$ cat src/rtl/csh_pkg.sv
// csh_pkg: shared types, constants and helpers for the cache refill path
package csh_pkg;
  localparam int WORDS_PER_LINE = 4;
  localparam int NWAYS = 4;
  localparam int WD_W = $clog2(WORDS_PER_LINE);
  localparam int WAY_W = $clog2(NWAYS);
  typedef enum logic [2:0] {S_IDLE, S_WAIT, S_SETUP, S_STROBE, S_HOLD} csh_refill_state_t;
  function automatic logic [NWAYS-1:0] way_sel_l(input logic [WAY_W-1:0] way);
    return ~(NWAYS'(1) << way);
  endfunction
endpackage

$ cat src/rtl/csh_par_gen.sv
// csh_par_gen: odd-parity generator, shared with the cache read-check path
module csh_par_gen #(
  parameter int W = 36
) (
  input  logic [W-1:0] data_i,
  output logic         par_o
);
  assign par_o = ~^data_i;
endmodule

$ cat src/rtl/csh_refill_seq.sv
// csh_refill_seq: writes a wrap-ordered 4-word memory line into the cache data slices
// with a setup/strobe/hold write pulse per word
module csh_refill_seq
  import csh_pkg::*;
#(
  parameter int DATA_W = 36,
  parameter int IDX_W = 7
) (
  input  logic                  clk,
  input  logic                  reset_l,
  input  logic                  refill_start_h,
  input  logic [WAY_W-1:0]      refill_way_h,
  input  logic [IDX_W-1:0]      refill_idx_h,
  input  logic [WD_W-1:0]       refill_first_wd_h,
  input  logic [DATA_W-1:0]     mem_data_h,
  input  logic                  mem_data_valid_h,
  input  logic                  mem_error_h,
  output logic                  mem_data_rdy_h,
  output logic [DATA_W-1:0]     mem_to_cache_h,
  output logic                  csh_par_bit_in_h,
  output logic [IDX_W+WD_W-1:0] cache_adr_h,
  output logic [NWAYS-1:0]      csh_sel_l,
  output logic                  cache_wr_l,
  output logic                  refill_busy_h,
  output logic                  first_wd_wr_h,
  output logic                  refill_done_h,
  output logic                  refill_abort_h
);
  csh_refill_state_t state_q;
  logic [WAY_W-1:0] way_q;
  logic [IDX_W-1:0] idx_q;
  logic [WD_W-1:0] first_q, cnt_q, word_d;
  logic [DATA_W-1:0] data_q;
  logic par_q, par_d, last;
  logic [IDX_W+WD_W-1:0] adr_q;
  logic [NWAYS-1:0] sel_q;
  csh_par_gen #(.W(DATA_W)) u_par (.data_i(mem_data_h), .par_o(par_d));
  assign word_d = first_q + cnt_q;
  assign last = cnt_q == WD_W'(WORDS_PER_LINE - 1);
  assign mem_data_rdy_h = state_q == S_WAIT;
  assign mem_to_cache_h = data_q;
  assign csh_par_bit_in_h = par_q;
  assign cache_adr_h = adr_q;
  assign csh_sel_l = sel_q;
  assign cache_wr_l = state_q != S_STROBE;
  assign refill_busy_h = state_q != S_IDLE;
  assign first_wd_wr_h = state_q == S_HOLD && cnt_q == '0;
  assign refill_done_h = state_q == S_HOLD && last;
  // an errored word is dropped in the same cycle it is offered
  assign refill_abort_h = mem_data_rdy_h && mem_data_valid_h && mem_error_h;
  always_ff @(posedge clk) begin
    if (!reset_l) begin
      state_q <= S_IDLE;
      way_q <= '0;
      idx_q <= '0;
      first_q <= '0;
      cnt_q <= '0;
      data_q <= '0;
      par_q <= 1'b1;
      adr_q <= '0;
      sel_q <= '1;
    end else begin
      case (state_q)
        S_IDLE: if (refill_start_h) begin
          way_q <= refill_way_h;
          idx_q <= refill_idx_h;
          first_q <= refill_first_wd_h;
          cnt_q <= '0;
          state_q <= S_WAIT;
        end
        S_WAIT: if (mem_data_valid_h) begin
          if (mem_error_h) begin
            state_q <= S_IDLE;
            sel_q <= '1;
          end else begin
            data_q <= mem_data_h;
            par_q <= par_d;
            adr_q <= {idx_q, word_d};
            sel_q <= way_sel_l(way_q);
            state_q <= S_SETUP;
          end
        end
        S_SETUP: state_q <= S_STROBE;
        S_STROBE: state_q <= S_HOLD;
        S_HOLD: begin
          state_q <= last ? S_IDLE : S_WAIT;
          cnt_q <= cnt_q + WD_W'(1);
          if (last) sel_q <= '1;
        end
        default: state_q <= S_IDLE;
      endcase
    end
  end
endmodule

$ cat config.mk
export PLATFORM = sky130hd
export DESIGN_NAME = csh_refill_seq
export DESIGN_NICKNAME = d
export VERILOG_FILES = /design/src/rtl/csh_pkg.sv /design/src/rtl/csh_par_gen.sv /design/src/rtl/csh_refill_seq.sv
export SDC_FILE = /design/constraint.sdc
export NUM_CORES = 1
export LEC_CHECK = 0
export BUFFER_PORTS_ARGS = -buffer_cell sky130_fd_sc_hd__buf_4
export CORE_UTILIZATION = 44
export DETAILED_ROUTE_END_ITERATION = 8
export MAX_ROUTING_LAYER = met4
export PLACE_DENSITY_LB_ADDON = 0.08
export SYNTH_ARGS = -nofsm -noshare
export SYNTH_HDL_FRONTEND = slang
export SYNTH_SLANG_ARGS = --single-unit
$ cat constraint.sdc
create_clock -name clk -period 1.5 [get_ports clk]
set_input_delay 0.3 -clock clk [delete_from_list [all_inputs] [get_ports clk]]
set_output_delay 0.3 -clock clk [all_outputs]
set_load 0.1 [all_outputs]
# Word level (Yosys, flattened, before mapping)
# Index checks and enable logic that the tools add are counted.
[op_classes]
eq_ne = 9
addsub = 2
n_shift = 1
reduce_logical = 15
n_bitwise = 2
mux = 11
[op_table]
columns = ["op", "count"]
rows = [
  ["36-bit XNOR reduction", 1],
  ["3-bit one-hot mux with 5 select lines", 1],
  ["4-bit two-way mux", 3],
  ["4-bit one-hot mux with 2 select lines", 1],
  ["3-bit by 2-bit equality test with 1-bit output, second input constant", 2],
  ["3-bit two-way mux", 2],
  ["2-bit inequality test, second input constant", 3],
  ["2-bit AND reduction", 3],
  ["3-bit AND reduction", 2],
  ["1-bit logical AND", 4],
  ["2-bit two-way mux", 2],
  ["4-bit NOT", 1],
  ["2-bit one-hot mux with 2 select lines", 1],
  ["2-bit nonzero test", 2],
  ["1-bit by 2-bit left shift with 4-bit output, first input constant", 1],
  ["3-bit by 1-bit equality test with 1-bit output, second input constant", 1],
  ["3-bit equality test, second input constant", 1],
  ["3-bit logical NOT", 1],
  ["3-bit by 2-bit inequality test with 1-bit output, second input constant", 1],
  ["3-bit nonzero test", 1],
  ["2-bit by 1-bit adder with 2-bit output, second input constant", 1],
  ["2-bit adder", 1],
  ["2-bit equality test, second input constant", 1],
  ["2-bit logical NOT", 1],
  ["other kinds (2)", 2],
]
[word_totals]
out_inout_bits = 56
in_bits = 52
ff_bits = 66

# Logic depth before layout (Yosys ltp)
[logic_depth]
ltp_word = 5
mapped_depth = 7
ltp_nobuf = 6

# Cells and area by module
# A second synthesis with hierarchy kept.
[hier_totals]
hier_cells = 354
hier_area_um2 = 2979.1
[by_module_without_submodules]
columns = ["module", "area_per_inst_um2", "cells_per_inst", "instances", "seq_area_each_um2"]
rows = [
  ["csh_refill_seq", 2667.6, 320, 1, 1321.3],
  ["csh_par_gen", 311.5, 34, 1, 0.0],
]

# Least setup slack after synthesis
# No wires, ideal clock.
[synth_path]
path_kind = "register -> output"
start = "register state_q[0]"
end = "output port refill_abort_h"
path_stages_with_launch = 4
path_buffers = 0
t_arrival_ps = 2782
path_slack_ps = -1582
path_cell_list = "dfxtp_1 -> nand2b_1 -> nor2_1 -> and3_1"
[synth_between]
elab_chain_cells = 3
[synth_lines]
columns = ["item", "line", "source"]
rows = [
  ["start: declaration", "csh_refill_seq.sv:29", "csh_refill_state_t state_q;"],
  ["start signal: assignment", "csh_refill_seq.sv:86", "state_q <= last ? S_IDLE : S_WAIT;"],
  ["3-bit by 1-bit equality test with 1-bit output", "csh_refill_seq.sv:40", "assign mem_data_rdy_h = state_q == S_WAIT;"],
  ["net mem_data_rdy_h", "csh_refill_seq.sv:18", "output logic mem_data_rdy_h,"],
  ["1-bit logical AND (2 in a row)", "csh_refill_seq.sv:50", "assign refill_abort_h = mem_data_rdy_h && mem_data_valid_h && mem_error_h;"],
  ["end: declaration", "csh_refill_seq.sv:27", "output logic refill_abort_h"],
]
# The timed path passes the listed nets, and every way through them passes these cells.

# Final worst setup path
[layout_path]
start = "register state_q[0]"
end = "output port refill_abort_h"
[layout_between]
elab_chain_cells = 3
[layout_lines]
columns = ["item", "line"]
rows = [
  ["3-bit by 1-bit equality test with 1-bit output", "csh_refill_seq.sv:40"],
  ["1-bit logical AND (2 in a row)", "csh_refill_seq.sv:50"],
]
# Every way passes these cells.

==> flow_metrics.py <==
metrics = {
    "floorplan": {
        "io_pins": 108,
        "core_area_sq_um": 6350,
        "die_w_um": 83.24,
        "die_h_um": 83.24,
        "start_util_pct": 45.73,
        "rows": 29,
        "die_area_sq_um": 6929,
    },
    "synthesis": {
        "synthFlopType": "dfxtp_1",
        "synth_top_area_cell": "dfxtp_1",
        "yosysTopAreaCellShare_pct": 45.50,
        "syn_area_per_cell_sq_um": 8.491,
        "synthCells": 342,
        "yosysWarningCount": 0,
        "synth-edff-count": 0,
        "async_flop_share_pct": 0,
        "syn_nets": 397,
        "ys_ff_latch": 66,
        "synth-seq-area-share_pct": 45.50,
        "synthTopCellsByArea": "dfxtp_1 45%, nand2_1 16%, a21boi_0 13%",
        "syn-cell-area_sq_um": 2904,
        "yosysUniqueCellTypes": 26,
    },
    "critical_path": {
        "critPathLaunchType": "register",
        "cp_max_fo": 8,
        "crit_buf_inv": 1,
        "required_ns": 1.20,
        "path_class": "reg -> out",
        "end_kind": "primary output",
        "cp.arrival_ns": 1.33,
        "worstPathCellList": "nand2b_4 -> nor2_4 -> and3_4 -> buf_12",
        "crit_family": "flip-flops",
        "cp_slowest_stage_delay_ns": 0.43,
        "slowest_stage": "dfxtp_4",
    },
    "detailed_routing": {
        "wirelength_mm": 8.065,
        "avgViaCountPerCell": 4.877,
        "drc": 0,
        "ant_nets": 0,
        "via_count": 2697,
        "dr_wl_met2_mm": 3.747,
        "dr_wl_met3_um": 432,
        "met1Wirelength_mm": 3.762,
        "maxUsedRoutingLayer": "met4",
        "wl_per_cell_um": 14.58,
        "first_pass_iters": 4,
        "drt_iter0_drc": 95,
    },
    "timing": {
        "fin_crit_ns": 1.632,
        "max_freq_mhz": 612.8,
        "rsz0062_at_grt": "yes",
        "tightest_slew_ns": 0.3433,
        "hold_violations": 0,
        "fin_ws_ns": -0.1319,
        "maxSlewHeadroom_pct": 76.95,
        "finalClockSkew_ns": 0.007174,
        "min_period_over_period_pct": 108.8,
        "maxSlewViolCount": 0,
        "setup_viol": 52,
    },
    "power_and_ir_drop": {
        "power.switching_mw": 1.267,
        "p_leak_nw": 1.869,
        "seqPwrFrac_pct": 43.9,
        "total_power_mw": 4.196,
        "p_clk_share_pct": 30.5,
        "pwr-share-comb_pct": 25.6,
        "ir_drop_mv": 0.6630,
        "swShare_pct": 30.19,
        "p_int_mw": 2.930,
        "power_density_nw_per_um2": 943.9,
    },
    "clock_tree": {
        "cts_buffer_depth": 2,
        "cts.clk_slew.worst_paths_ns": 0.07,
        "cts_tree": "yes",
        "htreeDepth": 3,
        "clock_sinks": 66,
        "cts_hold_buf": 0,
        "clock_tree.root_cell": "clkbuf_8",
        "clock_latency_ns": 0.33,
        "cts_buffers": 9,
    },
    "placement": {
        "place_area_sq_um": 3871,
        "placed_cells": 518,
        "routabilityCongestion": 0.8508,
        "port_buffers": 107,
        "hpwlAfterDp_mm": 4.823,
    },
    "global_route": {
        "grt_pass1_vias": 2356,
        "grt_pass1_wl_mm": 11.21,
        "grt_max_degree": 45,
        "antenna_found_initial": 0,
        "grt-ovfl-total": 0,
        "grt_usage_pct": 20.80,
    },
    "hold_path": {
        "min_path_type": "in -> reg",
    },
    "run_status": {
        "violations": "negative setup slack",
        "status": "complete, but fails checks",
    },
    "final_layout": {
        "drive_gt1_share_pct": 37.39,
        "num-nets-final": 526,
        "stdcell_area_sq_um": 4446,
        "n_antenna_cell": 0,
        "stdcell_count": 553,
        "area_growth_pct": 53.08,
    },
    "flow_run": {
        "cap_violations": 0,
    },
}
==> cell type report <==
type                            instances  area, sq um
Clock buffer                           13        148.9
Clock inverter                          3        15.01
Fill cell                             522         1904
Inverter                                4        15.01
Multi-Input combinational cell        252         1568
Sequential cell                        66         1335
Tap cell                               77        96.34
Timing Repair Buffer                  138         1267
==> cell usage after synthesis (all sizes together), types with 2 or more instances <==
master,instances
and2,4
and3,6
xor2,4
dfxtp,66
o21ai,5
xnor2,31
nor2b,3
o32ai,3
inv,4
nor2,8
nand2b,2
ha,3
buf,5
nand2,121
a21boi,55
clkbuf,15
==> layout by cell type (no fill, tap or decap), types with 3 or more instances in the layout <==
cell type | Yosys | layout
clkbuf_8 | 0 | 10
and2_1 | 4 | 4
buf_12 | 0 | 10
dfxtp_1 | 66 | 61
dfxtp_4 | 0 | 3
o21ai_0 | 5 | 3
and3_4 | 0 | 3
and3_1 | 6 | 3
buf_4 | 0 | 119
inv_2 | 0 | 3
nor2_4 | 1 | 3
a21boi_1 | 6 | 42
nor2_1 | 7 | 5
buf_6 | 4 | 3
a21boi_0 | 49 | 11
xor2_1 | 4 | 4
clkbuf_16 | 0 | 5
clkinv_2 | 0 | 3
nand2_1 | 121 | 118
xnor2_1 | 31 | 31
clkbuf_1 | 15 | 3
==> cells by family (layout without fill, tap and decap cells) <==
kind of cell | after synthesis | in the layout | share of synthesized area (%)
DFF | 66 | 66 | 45.50
AOI/OAI and AO/OA | 66 | 66 | 16.72
buffers and inverters | 24 | 158 | 4.179
and+or+nand+nor | 146 | 146 | 20.59
adders and majority gates | 3 | 3 | 1.293
xor gates and xnor gates | 36 | 36 | 11.33
muxes | 1 | 1 | 0.3877
==> stage by stage <==
step	utilization, %	TNS [ns]	setup slack [ns]	hold slack (ns)
floorplan	-	-11.44	-0.2929	0.4310
CTS	65.50	-0.2587	-0.08938	0.2083
global route	70.01	-6.743	-0.1964	0.2019
global placement	60.97	-0.2901	-0.2901	0.4364
finish	70.01	-2.672	-0.1319	0.2168
detailed placement	60.97	-0.3145	-0.3145	0.4454
==> tightest hold or removal path, delay by kind of cell <==
kind                   cells  cell delay, ns
and+or+nand+nor            1            0.05
AOI/OAI and AO/OA          1            0.05
buffers and inverters      1            0.12
==> state kept, by name, indices dropped and copies added, names as in the netlist <==
register / count
cnt_q: 2
idx_q: 7
mem_to_cache_h: 36
first_q: 2
state_q: 3
way_q: 2
csh_sel_l: 4
csh_par_bit_in_h: 1
cache_adr_h: 9
==> repair_timing <==
item | 4_1_cts | 5_1_grt
endpoints found under the setup margin | 7 | 51
cloned | 0 | 8
buffers inserted | 3 | 8
pin swaps | 2 | 8
gates resized for setup | 29 | 14
==> metal layers <==
metal	GRT usage, %	up-vias
li1	-	1359
met1	28.00	1252
met2	29.81	76
met3	6.362	10
met4	6.583	0
met5	-	-
==> power by group through the flow <==
stage / clock [mW] / sequential (mW) / combinational, mW
floorplan: 0 / 2.08 / 0.488
global placement: 0 / 1.88 / 0.971
detailed placement: 0 / 1.88 / 0.979
CTS: 1.31 / 1.84 / 1.01
global route: 1.42 / 1.85 / 1.14
finish: 1.28 / 1.84 / 1.08
==> path summary, 6_finish.rpt <==
kind	start	endpoint	slack (ns)	depth (start not counted)
worst max-delay path	state_q[0]$_SDFFE_PN0P_	refill_abort_h	-0.13	4
worst max register to register	state_q[0]$_SDFFE_PN0P_	csh_sel_l[2]$_SDFFE_PN1P_	-0.10	10
worst min register to register	mem_to_cache_h[22]$_SDFFE_PN0P_	mem_to_cache_h[22]$_SDFFE_PN0P_	0.45	2
worst min-delay path	mem_data_h[13]	mem_to_cache_h[13]$_SDFFE_PN0P_	0.22	3
Note: power is estimated with default switching activity, not from simulation.
